## config.mk

```make
export PLATFORM = sky130hd
export DESIGN_NAME = reg_access_sequencer
export DESIGN_NICKNAME = d
export VERILOG_FILES = /design/src/rtl/reg_access_sequencer_pkg.sv /design/src/rtl/reg_access_sequencer_alu.sv /design/src/rtl/reg_access_sequencer.sv
export SDC_FILE = /design/constraint.sdc
export NUM_CORES = 1
export LEC_CHECK = 0
export CAP_MARGIN = 20
export CORE_AREA = 2 2 181 183
export CTS_BUF_LIST = sky130_fd_sc_hd__clkbuf_8
export DETAILED_ROUTE_END_ITERATION = 8
export DIE_AREA = 0 0 183 185
export HOLD_SLACK_MARGIN = 0.1
export PLACE_DENSITY = 0.69
export SYNTH_ARGS = -nofsm -noshare
export SYNTH_HDL_FRONTEND = slang
export SYNTH_SLANG_ARGS = --single-unit
```

## constraint.sdc

```tcl
create_clock -name Clk -period 6.6 [get_ports Clk]
set_clock_uncertainty 0.2 [all_clocks]
set_input_delay 0.99 -clock Clk [delete_from_list [all_inputs] [get_ports Clk]]
set_output_delay 0.99 -clock Clk [all_outputs]
set_load 0.03 [all_outputs]
```

## src/rtl/reg_access_sequencer_pkg.sv

```systemverilog
// Shared definitions for the register-access sequencer: opcodes, FSM states,
// the latched command record and the signed-overflow helper.
package reg_seq_defs;

  localparam logic [2:0] OP_ADD = 3'b000;
  localparam logic [2:0] OP_SUB = 3'b001;
  localparam logic [2:0] OP_AND = 3'b010;
  localparam logic [2:0] OP_OR  = 3'b011;
  localparam logic [2:0] OP_LI  = 3'b100;

  typedef enum logic [1:0] {
    ST_IDLE  = 2'd0,
    ST_READ  = 2'd1,
    ST_EXEC  = 2'd2,
    ST_WRITE = 2'd3
  } seq_state_e;

  typedef struct packed {
    logic [2:0]  op;
    logic [4:0]  rd;
    logic [4:0]  rs;
    logic [4:0]  rt;
    logic [31:0] imm;
  } seq_cmd_t;

  // Two same-signed addends producing a result of the other sign.
  // For subtraction pass the inverted msb of the subtrahend.
  function automatic logic signed_ovf(input logic a_msb, input logic b_msb, input logic s_msb);
    return (a_msb == b_msb) && (s_msb != a_msb);
  endfunction

endpackage

```

## src/rtl/reg_access_sequencer_alu.sv

```systemverilog
// Combinational ALU of the sequencer: add/sub/and/or/load-immediate with
// signed-overflow flag on add and subtract only.
module seq_alu
  import reg_seq_defs::*;
(
  input  logic [2:0]  op,
  input  logic [31:0] opA,
  input  logic [31:0] opB,
  input  logic [31:0] imm,
  output logic [31:0] result,
  output logic        ovf
);

  logic [31:0] sum_s;
  logic [31:0] diff_s;

  assign sum_s  = opA + opB;
  assign diff_s = opA - opB;

  // Select the operation; unused opcodes behave as a load of zero.
  always_comb begin
    result = 32'd0;
    ovf    = 1'b0;
    case (op)
      OP_ADD: begin
        result = sum_s;
        ovf    = signed_ovf(opA[31], opB[31], sum_s[31]);
      end
      OP_SUB: begin
        result = diff_s;
        ovf    = signed_ovf(opA[31], ~opB[31], diff_s[31]);
      end
      OP_AND:  result = opA & opB;
      OP_OR:   result = opA | opB;
      OP_LI:   result = imm;
      default: result = 32'd0;
    endcase
  end

endmodule

```

## src/rtl/reg_access_sequencer.sv

```systemverilog
// Four-state register-file access sequencer: accept a command in IDLE, read
// operands in READ, compute in EXEC, write back in WRITE. All outputs registered.
module reg_access_sequencer
  import reg_seq_defs::*;
(
  input  logic        Clk,
  input  logic        Reset_n,
  input  logic        cmdValid,
  output logic        cmdReady,
  input  logic [2:0]  cmdOp,
  input  logic [4:0]  cmdRD,
  input  logic [4:0]  cmdRS,
  input  logic [4:0]  cmdRT,
  input  logic [31:0] cmdImm,
  output logic [4:0]  RS,
  output logic [4:0]  RT,
  input  logic [31:0] dataRS,
  input  logic [31:0] dataRT,
  output logic [4:0]  RD,
  output logic [31:0] dataRD,
  output logic        RW,
  output logic        done,
  output logic [31:0] result,
  output logic        ovf
);

  seq_state_e  state_q, state_d;
  seq_cmd_t    cmd_q, cmd_d;
  logic [31:0] op_a_q, op_a_d;
  logic [31:0] op_b_q, op_b_d;
  logic [31:0] result_q, result_d;
  logic        ovf_q, ovf_d;
  logic [4:0]  rs_q, rs_d;
  logic [4:0]  rt_q, rt_d;
  logic [4:0]  rd_q, rd_d;
  logic [31:0] data_rd_q, data_rd_d;
  logic        rw_q, rw_d;
  logic        done_q, done_d;
  logic        cmd_ready_q, cmd_ready_d;

  logic [31:0] alu_result_s;
  logic        alu_ovf_s;

  seq_alu u_alu (
    .op     (cmd_q.op),
    .opA    (op_a_q),
    .opB    (op_b_q),
    .imm    (cmd_q.imm),
    .result (alu_result_s),
    .ovf    (alu_ovf_s)
  );

  // Next-state and next-output logic; RW/done are single-cycle pulses in WRITE.
  always_comb begin
    state_d   = state_q;
    cmd_d     = cmd_q;
    op_a_d    = op_a_q;
    op_b_d    = op_b_q;
    result_d  = result_q;
    ovf_d     = ovf_q;
    rs_d      = rs_q;
    rt_d      = rt_q;
    rd_d      = rd_q;
    data_rd_d = data_rd_q;
    rw_d      = 1'b0;
    done_d    = 1'b0;
    case (state_q)
      ST_IDLE: begin
        // cmd_ready_q gates acceptance so the first cycle after reset is never used.
        if (cmd_ready_q && cmdValid) begin
          cmd_d   = '{op: cmdOp, rd: cmdRD, rs: cmdRS, rt: cmdRT, imm: cmdImm};
          rs_d    = cmdRS;
          rt_d    = cmdRT;
          state_d = ST_READ;
        end else begin
          state_d = ST_IDLE;
        end
      end
      ST_READ: begin
        op_a_d  = dataRS;
        op_b_d  = dataRT;
        state_d = ST_EXEC;
      end
      ST_EXEC: begin
        result_d  = alu_result_s;
        ovf_d     = alu_ovf_s;
        rd_d      = cmd_q.rd;
        data_rd_d = alu_result_s;
        rw_d      = (cmd_q.rd != 5'd0);
        done_d    = 1'b1;
        state_d   = ST_WRITE;
      end
      ST_WRITE: state_d = ST_IDLE;
      default:  state_d = ST_IDLE;
    endcase
    cmd_ready_d = (state_d == ST_IDLE);
  end

  // State and output registers; reset abandons any command in flight.
  always_ff @(posedge Clk or negedge Reset_n) begin
    if (!Reset_n) begin
      state_q     <= ST_IDLE;
      cmd_q       <= '0;
      op_a_q      <= 32'd0;
      op_b_q      <= 32'd0;
      result_q    <= 32'd0;
      ovf_q       <= 1'b0;
      rs_q        <= 5'd0;
      rt_q        <= 5'd0;
      rd_q        <= 5'd0;
      data_rd_q   <= 32'd0;
      rw_q        <= 1'b0;
      done_q      <= 1'b0;
      cmd_ready_q <= 1'b0;
    end else begin
      state_q     <= state_d;
      cmd_q       <= cmd_d;
      op_a_q      <= op_a_d;
      op_b_q      <= op_b_d;
      result_q    <= result_d;
      ovf_q       <= ovf_d;
      rs_q        <= rs_d;
      rt_q        <= rt_d;
      rd_q        <= rd_d;
      data_rd_q   <= data_rd_d;
      rw_q        <= rw_d;
      done_q      <= done_d;
      cmd_ready_q <= cmd_ready_d;
    end
  end

  assign cmdReady = cmd_ready_q;
  assign RS       = rs_q;
  assign RT       = rt_q;
  assign RD       = rd_q;
  assign dataRD   = data_rd_q;
  assign RW       = rw_q;
  assign done     = done_q;
  assign result   = result_q;
  assign ovf      = ovf_q;

endmodule

```

# Word level (Yosys, flattened, before mapping)
# Index checks and enable logic that the tools add are counted.
# totals
wordCells	44
in_bits	117
reg_bits	157
output_inout_bits	83
# op_classes
mux	6
eq_ne	11
n_bitwise	3
add_sub_neg	2
n_reduce_logical	8
# op_table
cell	count
32-bit one-hot mux with 5 select lines	1
32-bit adder	1
32-bit bitwise AND	1
32-bit OR	1
32-bit subtractor	1
2-bit one-hot mux with 4 select lines	1
3-bit by 2-bit == test with 1-bit output, second input constant	2
5-bit nonzero test	1
2-bit == test, second input constant	2
2-bit logical NOT	2
3-bit by 1-bit == test with 1-bit output, second input constant	1
3-bit == test, second input constant	1
1-bit logical AND	3
3-bit logical NOT	1
1-bit 2-to-1 mux	3
1-bit == test	2
2-bit by 1-bit == test with 1-bit output, second input constant	1
1-bit != test	2
1-bit one-hot mux with 2 select lines	1
2-bit AND reduction	1
1-bit NOT	1

# Depth between registers and ports, before layout
# Gate-level depths: netlist of the first run.
# logic_depth
ltp_word	4
depth_mapped	13
ltp_nobuf	13

# Cells and area by module
# Synthesis of the first run repeated with hierarchy kept, for this count alone.
# hier_totals
hier_cells	1178
area_unflattened_um2	11614.9
# by_module_without_submodules
module	instances	seq_area_each_um2	cells_each	area_each_um2
reg_access_sequencer	1	3928.8	369	6339.8
seq_alu	1	0.0	809	5275.1

# Worst setup path after synthesis of the first run
# OpenSTA, ideal clock, no wires.
# synth_path
kind	register to register
startpoint	register op_a_q[0]
endpoint	register data_rd_q[30] (netlist: dataRD[30])
setup_ns	0.099
stages_incl_launch_ff	14
n_path_buf	0
synth_period_minus_slack_ns	3.024
arrival_ns	2.725
path_slack_ns	3.576
t_required_ns	6.301
path_cell_list	dfrtp_1 -> inv_1 -> ha_1 -> inv_1 -> fa_1 -> nor2b_1 -> o211ai_1 -> a311oi_2 -> o211ai_1 -> a21boi_0 -> o21ai_1 -> nand2_1 -> a2111o_1 -> a311oi_1
# synth_via
elab_chain_cells	2
word_cells_on_any_way	3
classes_between	add/sub: 2; mux: 1
# synth_lines
item	line	text
from (decl)	reg_access_sequencer.sv:29	logic [31:0] op_a_q, op_a_d;
from (signal assigned)	reg_access_sequencer.sv:118	op_a_q <= op_a_d;
32-bit subtractor or 32-bit adder (tied branches)	reg_access_sequencer_alu.sv:18, reg_access_sequencer_alu.sv:17	
32-bit one-hot mux with 5 select lines *	reg_access_sequencer_alu.sv:24	case (op)
to (signal assigned)	reg_access_sequencer.sv:125	data_rd_q <= data_rd_d;
to (decl)	reg_access_sequencer.sv:36	logic [31:0] data_rd_q, data_rd_d;
# Mark *: on every way between the ends. The rest lies on a longest branch, timed or not.
# A chain may end at the register's enable or synchronous reset.

# Final worst setup path of the first run
# layout_path
startpoint	register op_a_q[0]
endpoint	register data_rd_q[20] (netlist: dataRD[20])
# The elaborated chain is that of the path after synthesis.

==> results_dict.tcl, run 1 <==
set metrics [dict create \
    max_stage_delay_ns 0.71 \
    timing.max_cap.violations 0 \
    clkPwrFrac_pct 8.9 \
    multi_input_area_um2 6223 \
    numClockSinks 157 \
    grt_pass1_wl_um 54880 \
    syn_to_final_growth_pct 22.86 \
    drt_first_pass_iters 6 \
    r2r-start "op_a_q[0]" \
    p_leak_nw 5.799 \
    synthArstFlopShare_pct 100.0 \
    tightest_slew_ns 0.9027 \
    setup_viol 0 \
    dieHeight_um 185 \
    cts_tree "done" \
    rows 66 \
    fin_setup_tns_ns 0 \
    vias_per_cell 5.536 \
    synth-edff-count 0 \
    finalWirelength_um 35050 \
    place_congestion 0.9629 \
    grt_util_all_layers_pct 20.79 \
    hp-start "RT[1]" \
    cp-end-kind "flop" \
    yosysWarnings 0 \
    overflow 0 \
    pwr-share-comb_pct 68.8 \
    regToRegSetupSlack_ns 2.72 \
    crit_end "dataRD[20]" \
    cp.arrival_ns 4.03 \
    rsz0062_at_grt "no" \
    p_per_area_nw_per_um2 618.0 \
    syn-num-nets 1459 \
    worstSetupPathType "reg2reg" \
    grt_antenna_before_repair 0 \
    syn_inst 1234 \
    ant_nets 0 \
    port-buffer-count 199 \
    drtIter0Drc 803 \
    power.switching_w 0.004453 \
    drive_above_1_share_pct 9.177 \
    cp.required_ns 6.75 \
    fin_nets 1585 \
    reg2reg_to "dataRD[20]" \
    ff_latch_area_um2 3930 \
    slew_viol_final 0 \
    post_cts_resize_count 0 \
    max_slew_margin_pct 39.70 \
    swShare_pct 53.03 \
    reg2regPathDepth 13 \
    ys_seq_area_share_pct 35.53 \
    holdCritPathClass "reg2reg" \
    syn_area_per_cell_um2 8.961 \
    status "finished, final reports clean" \
    internal_power_w 0.003944 \
    numCtsBuffers 17 \
    dpl.hpwl_um 26120 \
    hold_viol 0 \
    crit_chain "inv_1 -> ha_1 -> inv_1 -> fa_1 -> nor2b_1 -> o211ai_1 -> a311oi_2 -> nor4_2 -> a21oi_1 -> a21oi_1 -> nor3_1 -> a2111oi_0 -> a2bb2oi_1" \
    synth-seq-cells 157 \
    vias 9859 \
    root_buffer "clkbuf_8" \
    clock_latency_ns 0.48 \
    seq_power_share_pct 22.3 \
    critPathLaunchType "flop" \
    grt_max_degree 105 \
    htreeDepth 4 \
    yosys_most_used_dff "dfrtp_1" \
    finalCriticalPeriod_ns 3.879 \
    clockBufferDepth 2 \
    critPathMaxFanout 6 \
    ir_worst_vdd_mv 0.2582 \
    crit_slowest_cell "a2111oi_0" \
    syn-cell-area_um2 11060 \
    ys_types 77 \
    fp.dieW_um 183 \
    path_buf_inv 2 \
    holdWs_ns 0.3149 \
    critPathLaunch "op_a_q[0]" \
    clock.fmax_ghz 0.2578 \
    wl_per_cell_um 19.68 \
    final_area_um2 13590 \
    drc_errors 0 \
    pin_count 200 \
    crit_cells 13 \
    dieArea_um2 33860 \
    core_area_um2 32040 \
    clk_pin_slew_ns 0.10 \
    place_area_um2 13130 \
    n_antenna_cell 0 \
    cp_top_family "compound AO/OA/AOI/OAI gates" \
    start_util_pct 34.51 \
    fill_cells 3156 \
    grt_pass1_vias 9972 \
    fin_crit_sh_pct 58.78 \
]
==> power by group through the flow <==
| stage | combinational (W) | clock [W] | sequential, W |
|---|---|---|---|
| floorplan | 0.00392 | 0 | 0.00197 |
| global placement | 0.00564 | 0 | 0.00187 |
| detailed placement | 0.00568 | 0 | 0.00189 |
| CTS | 0.00572 | 0.000767 | 0.00188 |
| global route | 0.00632 | 0.000808 | 0.00194 |
| finish | 0.00578 | 0.000744 | 0.00187 |
==> routing by layer <==
metal | track usage [%] | vias to the layer above | share of wire (%)
li1 | - | 4661 | -
met1 | 26.63 | 4790 | 44
met2 | 35.12 | 341 | 48
met3 | 3.657 | 67 | 5.2
met4 | 7.744 | 0 | 3.1
met5 | 0 | - | 0
==> flip-flops by register name, summed over array words and instances, names as in the netlist <==
register  cells
cmdReady      1
ovf           1
RT            5
RW            1
RD            5
done          1
cmd_q        40
op_b_q       32
op_a_q       32
state_q       2
RS            5
dataRD       32
==> layout make-up <==
class                      instances  share of cell area (%)
inverter                         102                   2.818
clock inverter                    15                   1.151
sequential                       157                   28.93
clock buffer                      17                   1.722
timing repair buffer             214                   15.81
multi-input combinational        868                   45.81
tap                              408                   3.758
==> worst register-to-register path: stages (launching register included) <==
cell and delay, ns:
dfrtp_1 0.40, inv_1 0.10, ha_1 0.17, inv_1 0.05, fa_1 0.38, nor2b_1 0.16
o211ai_1 0.32, a311oi_2 0.19, nor4_2 0.33, a21oi_1 0.30, a21oi_1 0.25, nor3_1 0.06
a2111oi_0 0.71, a2bb2oi_1 0.12
==> cells by family after synthesis <==
| group | after synthesis | synth area share (%) |
|---|---|---|
| AOI/OAI and AO/OA | 405 | 25.42 |
| xor gates and xnor gates | 7 | 0.5544 |
| adders and majority gates | 108 | 12.36 |
| buffers and inverters | 209 | 8.396 |
| DFF | 157 | 35.53 |
| muxes | 61 | 6.144 |
| and+or+nand+nor | 287 | 11.60 |
==> placed cells by master, fill, tap and decap left out, drive strengths merged, types with 9 or more instances in the layout <==
cell           Yosys  final
and3               9      9
o21bai            15     15
a221oi            13     13
a211oi            18     18
o21ai            104    104
a21oi             95     95
dfrtp            157    157
inv              101    109
a21o               9      9
ha               106    106
o31ai             13     13
a221o             15     15
nor3              13     13
clkdlybuf4s50      0    198
a222oi            15     15
nand2            106    106
o2bb2ai           19     19
mux2              55     55
nand3             11     11
clkbuf            58     17
nor4              10     10
o211ai             9      9
buf               49     15
nor2             102    102
o221ai            15     15
nor2b             14     14
==> worst min path at each step <==
stage | cells after the start | end | slack [ns]
3_3_place_gp | 1 | RT[1] | 0.29
5_1_grt | 1 | RD[1] | 0.33
4_1_cts | 1 | RT[1] | 0.32
3_5_place_dp | 1 | RT[1] | 0.30
6_report | 1 | RT[1] | 0.31
2_1_floorplan | 1 | cmd_q[10] | 0.28
==> per-stage QoR <==
stage	total power [W]	setup WS [ns]	instances	utilization (%)
floorplan	0.005885	3.576	1234	-
global placement	0.007514	2.850	1746	40.98
detailed placement	0.007570	2.795	1746	40.98
CTS	0.008358	2.776	1778	42.20
global route	0.009071	2.508	1781	42.40
finish	0.008396	2.721	1781	42.40
==> what timing repair did <==
action                                 CTS  global route
buffers inserted                         0             0
hold buffers                             0             1
endpoints found under the hold margin    0             9
==> cells in the mapped netlist, types with 4 or more instances <==
library cell,number,area (um^2)
o31ai_1,10,75.07
o21ai_0,100,500.5
mux2i_1,6,60.06
o21a_1,5,37.54
o2bb2ai_1,19,166.4
nor2_1,102,382.9
nor3_1,12,60.06
a21o_1,9,67.56
a211oi_1,16,120.1
buf_4,33,247.7
o21bai_1,15,112.6
o221ai_1,14,122.6
a221oi_1,12,105.1
o22ai_1,4,25.02
clkbuf_1,58,217.7
xnor2_1,7,61.31
or3_1,5,31.28
a311oi_1,4,35.03
a21oi_1,95,475.5
inv_1,101,379.1
o211ai_1,9,67.56
nand3_1,11,55.05
a221o_1,15,150.1
nand4_1,6,37.54
a31oi_1,6,37.54
buf_2,4,20.02
and3_1,8,50.05
mux2_2,55,619.3
o21ai_1,4,20.02
ha_1,106,1326
dfrtp_1,157,3929
buf_1,10,37.54
nor4_1,7,43.79
nor2b_1,14,87.58
a222oi_1,15,150.1
nand2_1,106,397.9
No activity file was read; power rests on OpenSTA's default activity.
==> run 2, diff against run 1 <==
clock period = 3.8 ns   (was 6.6 ns; I/O delays follow)
==> results_dict.tcl, run 2 (same netlist as run 1, synthesis figures left out) <==
set metrics [dict create \
    largest_reg_flops 40 \
    vias 9975 \
    seq_power_share_pct 21.9 \
    place_area_um2 13260 \
    clkPwrFrac_pct 8.3 \
    fin_crit_sh_pct 94.88 \
    final_area_um2 13670 \
    p_leak_nw 5.858 \
    pin_count 200 \
    fp.dieW_um 183 \
    grt_util_all_layers_pct 21.11 \
    syn_to_final_growth_pct 23.58 \
    vias_per_cell 5.560 \
    rsz0062_at_grt "no" \
    pwr-share-comb_pct 69.9 \
    internal_power_w 0.006935 \
    critPathLaunchType "flop" \
    slew_viol_final 0 \
    cp.arrival_ns 3.78 \
    max_stage_delay_ns 0.42 \
    holdCritPathClass "reg2reg" \
    drtIter0Drc 887 \
    n_antenna_cell 0 \
    core_area_um2 32040 \
    cts_setup_buffers 0 \
    htreeDepth 4 \
    final_common_cell "clkdlybuf4s50_1" \
    cp-end-kind "flop" \
    critPathMaxFanout 3 \
    largest_register "cmd_q" \
    root_buffer "clkbuf_8" \
    numCtsBuffers 17 \
    drt_first_pass_iters 6 \
    timing.max_cap.violations 0 \
    clk_pin_slew_ns 0.09 \
    final_cell_mix "198 x clkdlybuf4s50_1, 156 x dfrtp_1, 106 x nand2_1, 105 x ha_1" \
    drc_errors 0 \
    ant_nets 0 \
    finalCriticalPeriod_ns 3.605 \
    wl_per_cell_um 19.71 \
    grt_antenna_before_repair 0 \
    setup_viol 0 \
    port-buffer-count 199 \
    clock_latency_ns 0.49 \
    fin_nets 1598 \
    power.switching_w 0.007770 \
    cp.required_ns 3.97 \
    fin_setup_tns_ns 0 \
    hold_viol 0 \
    grt_pass1_vias 10220 \
    fin_cells 1794 \
    dieArea_um2 33860 \
    clock.fmax_ghz 0.2774 \
    crit_slowest_cell "a2111o_1" \
    grt_pass1_wl_um 55850 \
    max_slew_margin_pct 33.98 \
    finalWirelength_um 35360 \
    ir_worst_vdd_mv 0.4028 \
    overflow 0 \
    timing.final.ws_setup_ns 0.1945 \
    cp_top_family "compound AO/OA/AOI/OAI gates" \
    numPlacedInstances 1760 \
    cts_tree "done" \
    drive_above_1_share_pct 10.03 \
    finalPower_w 0.01471 \
    worstSetupPathType "reg2reg" \
    place_ws_ns 0.2622 \
    path_buf_inv 2 \
    p_per_area_nw_per_um2 1076 \
    dieHeight_um 185 \
    regToRegSetupSlack_ns 0.19 \
    tightest_slew_ns 0.9902 \
    numClockSinks 157 \
    clockBufferDepth 2 \
    crit_chain "inv_1 -> ha_1 -> inv_1 -> fa_1 -> nor2b_1 -> o211ai_1 -> a311oi_2 -> o211ai_1 -> a21boi_1 -> o21ai_1 -> nand2_1 -> a2111o_1 -> a311oi_1" \
    rows 66 \
    place_congestion 0.9477 \
    swShare_pct 52.84 \
    start_util_pct 34.51 \
    grt_max_degree 99 \
    dpl.hpwl_um 26790 \
    status "finished, final reports clean" \
]
## run 2: cell count changes in the layout (fill, tap and decap cells not counted), moves of 2 or more
cell / delta
buf_12: +2
buf_4: +12
inv_8: -2
clkbuf_8: +2
## run 2: worst paths after layout
check | end | cells past startpoint | start
setup / recovery | dataRD[30] | 13 | op_a_q[0]
hold reg to reg | RT[0] | 1 | RT[0]
hold / removal | RT[0] | 1 | RT[0]
max in group asynchronous | op_a_q[25] | 3 | Reset_n
min in group asynchronous | op_a_q[30] | 2 | Reset_n
setup reg to reg | dataRD[30] | 13 | op_a_q[0]
## run 2: power by group through the flow
| stage | logic, W | registers [W] | clock network (W) |
|---|---|---|---|
| after global placement | 0.0100 | 0.00320 | 0 |
| after floorplan | 0.00681 | 0.00341 | 0 |
| after CTS | 0.0102 | 0.00322 | 0.00126 |
| final | 0.0103 | 0.00322 | 0.00121 |
| after detailed placement | 0.0101 | 0.00325 | 0 |
| after global routing | 0.0112 | 0.00333 | 0.00132 |
## run 2: routing by layer
layer / track usage (%) / routed length (um)
met1: 26.24 / 14980
met2: 36.47 / 17350
met3: 3.932 / 1877
met4: 7.840 / 1153
met5: 0 / 0
## run 2: stage by stage
stage,hold slack (ns),util (%)
2_1_floorplan,0.07441,-
3_3_place_gp,0.2878,41.39
3_5_place_dp,0.2974,41.39
4_1_cts,0.3186,42.56
5_1_grt,0.3282,42.65
6_report,0.3125,42.65
## run 2: worst reg2reg max path, stage by stage (launching register included)
cell and delay, ns:
dfrtp_1 0.39, inv_1 0.10, ha_1 0.18, inv_1 0.06, fa_1 0.38, nor2b_1 0.16
o211ai_1 0.30, a311oi_2 0.19, o211ai_1 0.28, a21boi_1 0.17, o21ai_1 0.25, nand2_1 0.14
a2111o_1 0.42, a311oi_1 0.28
## run 2: layout make-up
cell class	count	area, um^2
Inverter	102	382.9
Clock buffer	19	261.5
Tap cell	408	510.5
Timing Repair Buffer	227	2251
Fill cell	3229	18380
Clock inverter	13	105.1
Sequential cell	157	3930
Multi-Input combinational cell	868	6225
## run 2: repair_timing
action | CTS | global route
endpoints found under the setup margin | 0 | 2
hold buffers | 1 | 0
hold endpoints to repair | 75 | 0
gates resized for setup | 0 | 2
